$ cat src/rtl/scan_sequencer_3bit.sv
// Scan controller that drives a 3-to-8 active-low decoder: blank, then dwell, per enabled position.
// Optional descending scan with a dir input when SCAN_REVERSE_EN is defined.
module scan_sequencer_3bit #(
  parameter int DWELL_CYCLES = 1000,
  parameter int BLANK_CYCLES = 2,
  parameter int NUM_DIGITS   = 8
) (
  input  logic       clk,
  input  logic       reset,
  input  logic       run,
  input  logic [7:0] digit_mask,
`ifdef SCAN_REVERSE_EN
  input  logic       dir,
`endif
  output logic [2:0] sel,
  output logic       enable_n,
  output logic       frame_done,
  output logic       busy
);

  localparam int MAXC = (DWELL_CYCLES > BLANK_CYCLES) ? DWELL_CYCLES : BLANK_CYCLES;
  localparam int CW   = $clog2(MAXC + 1);
  localparam logic [7:0] NMASK = 8'((32'd1 << NUM_DIGITS) - 32'd1);

  typedef enum logic [1:0] {IDLE, BLANK, ACTIVE} state_t;

  state_t          state_q, state_d;
  logic [2:0]      sel_q, sel_d;
  logic [CW-1:0]   cnt_q, cnt_d;
  logic            en_n_q, en_n_d;
  logic            fd_q, fd_d;
  logic            busy_q, busy_d;

  logic [7:0]      em;
  logic [2:0]      lo, hi, up, first, nxt, last;
`ifdef SCAN_REVERSE_EN
  logic [2:0]      dn;
`endif

  // Position search over the effective mask: lowest/highest set index and the
  // next set index above (or below) the current one, with wrap.
  always_comb begin
    em = digit_mask & NMASK;
    lo = '0;
    hi = '0;
    for (int i = 7; i >= 0; i--) if (em[i]) lo = 3'(i);
    for (int i = 0; i < 8; i++)  if (em[i]) hi = 3'(i);
    up = lo;
    for (int i = 7; i >= 0; i--) if (em[i] && (i > int'(sel_q))) up = 3'(i);
`ifdef SCAN_REVERSE_EN
    dn = hi;
    for (int i = 0; i < 8; i++)  if (em[i] && (i < int'(sel_q))) dn = 3'(i);
    first = dir ? hi : lo;
    nxt   = dir ? dn : up;
    last  = dir ? lo : hi;
`else
    first = lo;
    nxt   = up;
    last  = hi;
`endif
  end

  always_comb begin
    state_d = state_q;
    sel_d   = sel_q;
    fd_d    = 1'b0;
    cnt_d   = (cnt_q == CW'(MAXC)) ? cnt_q : cnt_q + 1'b1;
    case (state_q)
      IDLE: begin
        cnt_d = '0;
        if (run && (em != 8'd0)) begin
          state_d = BLANK;
          sel_d   = first;
        end
      end
      BLANK: begin
        if (cnt_q == CW'(BLANK_CYCLES - 1)) begin
          state_d = ACTIVE;
          cnt_d   = '0;
        end
      end
      ACTIVE: begin
        if (cnt_q == CW'(DWELL_CYCLES - 1)) begin
          // Mask, run and dir are only looked at on this boundary cycle.
          fd_d  = (em != 8'd0) && (sel_q == last);
          cnt_d = '0;
          if (!run || (em == 8'd0)) begin
            state_d = IDLE;
          end else begin
            state_d = BLANK;
            sel_d   = nxt;
          end
        end
      end
      default: begin
        state_d = IDLE;
        cnt_d   = '0;
      end
    endcase
    en_n_d = (state_d != ACTIVE);
    busy_d = (state_d != IDLE);
  end

  always_ff @(posedge clk) begin
    if (reset) begin
      state_q <= IDLE;
      sel_q   <= '0;
      cnt_q   <= '0;
      en_n_q  <= 1'b1;
      fd_q    <= 1'b0;
      busy_q  <= 1'b0;
    end else begin
      state_q <= state_d;
      sel_q   <= sel_d;
      cnt_q   <= cnt_d;
      en_n_q  <= en_n_d;
      fd_q    <= fd_d;
      busy_q  <= busy_d;
    end
  end

  assign sel        = sel_q;
  assign enable_n   = en_n_q;
  assign frame_done = fd_q;
  assign busy       = busy_q;

endmodule

$ cat config.mk
export PLATFORM = sky130hd
export DESIGN_NAME = scan_sequencer_3bit
export DESIGN_NICKNAME = d
export VERILOG_FILES = /design/src/rtl/scan_sequencer_3bit.sv
export SDC_FILE = /design/constraint.sdc
export NUM_CORES = 1
export LEC_CHECK = 0
export ABC_AREA = 1
export BUFFER_PORTS_ARGS = -buffer_cell sky130_fd_sc_hd__buf_2
export CAP_MARGIN = 20
export CORE_UTILIZATION = 38
export CTS_CLUSTER_SIZE = 16
export DETAILED_ROUTE_END_ITERATION = 6
export GPL_TIMING_DRIVEN = 0
export PLACE_DENSITY_LB_ADDON = 0.08
export SLEW_MARGIN = 10
export SYNTH_ARGS = -nofsm -noshare
export SYNTH_HDL_FRONTEND = slang
export SYNTH_SLANG_ARGS = --single-unit
$ cat constraint.sdc
create_clock -name clk -period 3.15 [get_ports clk]
set_clock_uncertainty 0.15 [all_clocks]
set_input_delay 0.1575 -clock clk [delete_from_list [all_inputs] [get_ports clk]]
set_output_delay 0.1575 -clock clk [all_outputs]
set_load 0.05 [all_outputs]
==> run summary <==
run status: finished clean
Syn Inst Count: 180
Final Hold Viols: 0
Row Count: 20
max cap viols: 0
clock root cell: clkbuf_4
Clock Path Buffers: 2
DR WL/cell: 10.50 um
TritonCTS clock tree: done
final net count: 220
Global Route Usage Sum: 0.1702
Final GP Congestion: 0.8512
vias: 1175
RSZ-0062 raised after global routing: false
global-route wire length before repair: 4.526 mm
Worst EP arrival: 1.72 ns
port buffer count: 16
total power: 469.1 uW
setup TNS: 0 ns
Via density: 4.796
CTS Buf Count: 3
maximum clock rate: 593.9 MHz
top cell type's share of synthesized area: 0.2966
Layout area overhead: 14.93%
initial DRC count: 61
largest net degree at the start of global routing: 11
synth cell count leaders: 41 x nand2_1, 28 x inv_1, 21 x nor2_1
grt total ovfl: 0
antenna violations before repair: 0
Critical Path RT: 3.18 ns
Slew @ Worst Pin: 0.3229 ns
Antenna Violating Nets Remaining: 0
Die Span Y: 58.55 um
Synth Flop Type: dfxtp_1
Mapped Avg Cell Area: 6.750 um^2
CP Max Fanout: 4
full die area: 0.003428 mm^2
max_slew headroom: 0.7831
Final Cycle Share: 0.5345
Slew Viols, Final: 0
H-tree Lvls: 1
Multi-input gate area: 742.0 um^2
clock-pin slew on the worst setup and hold paths: 0.12 ns
Starting Density: 0.3980
Max VDD drop: 0.1676 mV
HP Class: primary input to register
# IOs: 17
Mapped Area: 0.001215 mm^2
Final Critical Period: 1.684 ns
fill count: 336
clock sinks: 18
DRC viols: 0
share of cells above drive strength 1: 0.1741
final wirelength: 2.573 mm
synth warn: 0
Worst setup EP type: register
Detailed Routing Iterations Pass 1: 5
syn nets: 198
dpl hpwl: 2.064 mm
Leakage: 0.0006354 uW
register area share after synthesis: 0.2966
pwr dens: 335.9 mW/mm^2
CP Class: register to register
Synth async-reset ratio: 0
# setup viols final: 0
Yosys cell types: 27
most common cell in the synthesized netlist: nand2_1
antenna cells: 0
top cells by area, synth: dfxtp_1 30%, nand2_1 13%, inv_1 8.7%
number of synthesized flops with an enable pin: 0
Die Wd: 58.55 um
number of global-route vias before repair: 1085
post-synthesis register bit count: 18
cell taking the most area after synthesis: dfxtp_1
Clock Latency Late Sink: 0.30 ns
register area: 360.3 um^2
crit start category: register
core area: 0.003053 mm^2
## cell type report
cell class,count,area share
Multi-Input combinational cell,132,0.5314
Sequential cell,18,0.2581
Inverter,30,0.08065
Timing Repair Buffer,17,0.06452
Tap cell,44,0.03943
Clock buffer,4,0.02599
## layer usage
metal  routed length (um)  vias to the layer above  GRT usage
met3                  103                        2    0.03297
met5                    0                        -          0
met2                 1329                       32     0.3235
li1                     -                      624          -
met1                 1119                      517     0.1943
met4                   21                        0    0.04082
## through the flow
step                hold slack, ns  std cells  instance area, um^2  utilization  worst slack (ns)
floorplan                  0.07657        180                 1215            -             1.324
global placement            0.2528        240                 1350       0.4422             1.512
detailed placement          0.2598        240                 1350       0.4422             1.480
CTS                        0.04513        245                 1396       0.4574             1.452
global route               0.09499        245                 1396       0.4574             1.268
finish                     0.04955        245                 1396       0.4574             1.466
## cell families (layout without fill, tap and decap cells)
| group | after synthesis | count (layout) | share of synthesized area |
|---|---|---|---|
| AND/OR/NAND/NOR | 89 | 89 | 0.3481 |
| buffers and inverters | 30 | 51 | 0.09269 |
| AO/OA/AOI/OAI | 29 | 29 | 0.1401 |
| flip-flops | 18 | 18 | 0.2966 |
| adder cells (fa/ha/maj) | 7 | 7 | 0.07209 |
| XOR/XNOR | 7 | 7 | 0.05046 |
## what timing repair did
action / in CTS / in global routing
hold endpoints to repair: 5 / 0
hold buffers: 1 / 0
gates resized for setup: 0 / 0
setup buffers: 0 / 0
## registers in the layout (all words and copies together) (netlist names)
signal and flops:
busy 1, cnt_q 10, enable_n 1, frame_done 1, sel 3, state_q 2
## placed cells by master (no fill, tap or decap), types with 5 or more instances in the layout
| cell type | count |
|---|---|
| nand2_1 | 41 |
| inv_1 | 28 |
| nor2_1 | 21 |
| dfxtp_1 | 18 |
| buf_2 | 16 |
| a21oi_1 | 12 |
| ha_1 | 7 |
| xor2_1 | 6 |
| o21ai_0 | 6 |
| nor3_1 | 5 |
| nand3_1 | 5 |
## final timing paths
check | cells after the start | end | slack (ns) | start
max reg2reg | 10 | enable_n | 1.47 | cnt_q[4]
max | 10 | enable_n | 1.47 | cnt_q[4]
min reg2reg | 2 | cnt_q[4] | 0.33 | cnt_q[4]
min | 3 | enable_n | 0.05 | run
## critical path: stages, from the launching register on
cell and delay, ns:
dfxtp_1 0.33, inv_1 0.12, nand4_1 0.12, nor3_1 0.17, nand3_1 0.11, o21ai_0 0.18
o21ai_1 0.09, nor2_1 0.09, nand2_1 0.08, inv_2 0.07, nand3_2 0.05
## report_power, final
group | internal [uW] | leakage, uW | switching (uW)
Clock | 70.5 | 0.0000210 | 75.8
Sequential | 233 | 0.000146 | 5.71
Combinational | 28.3 | 0.000469 | 56.1
Power figures use the tool's default switching activity.
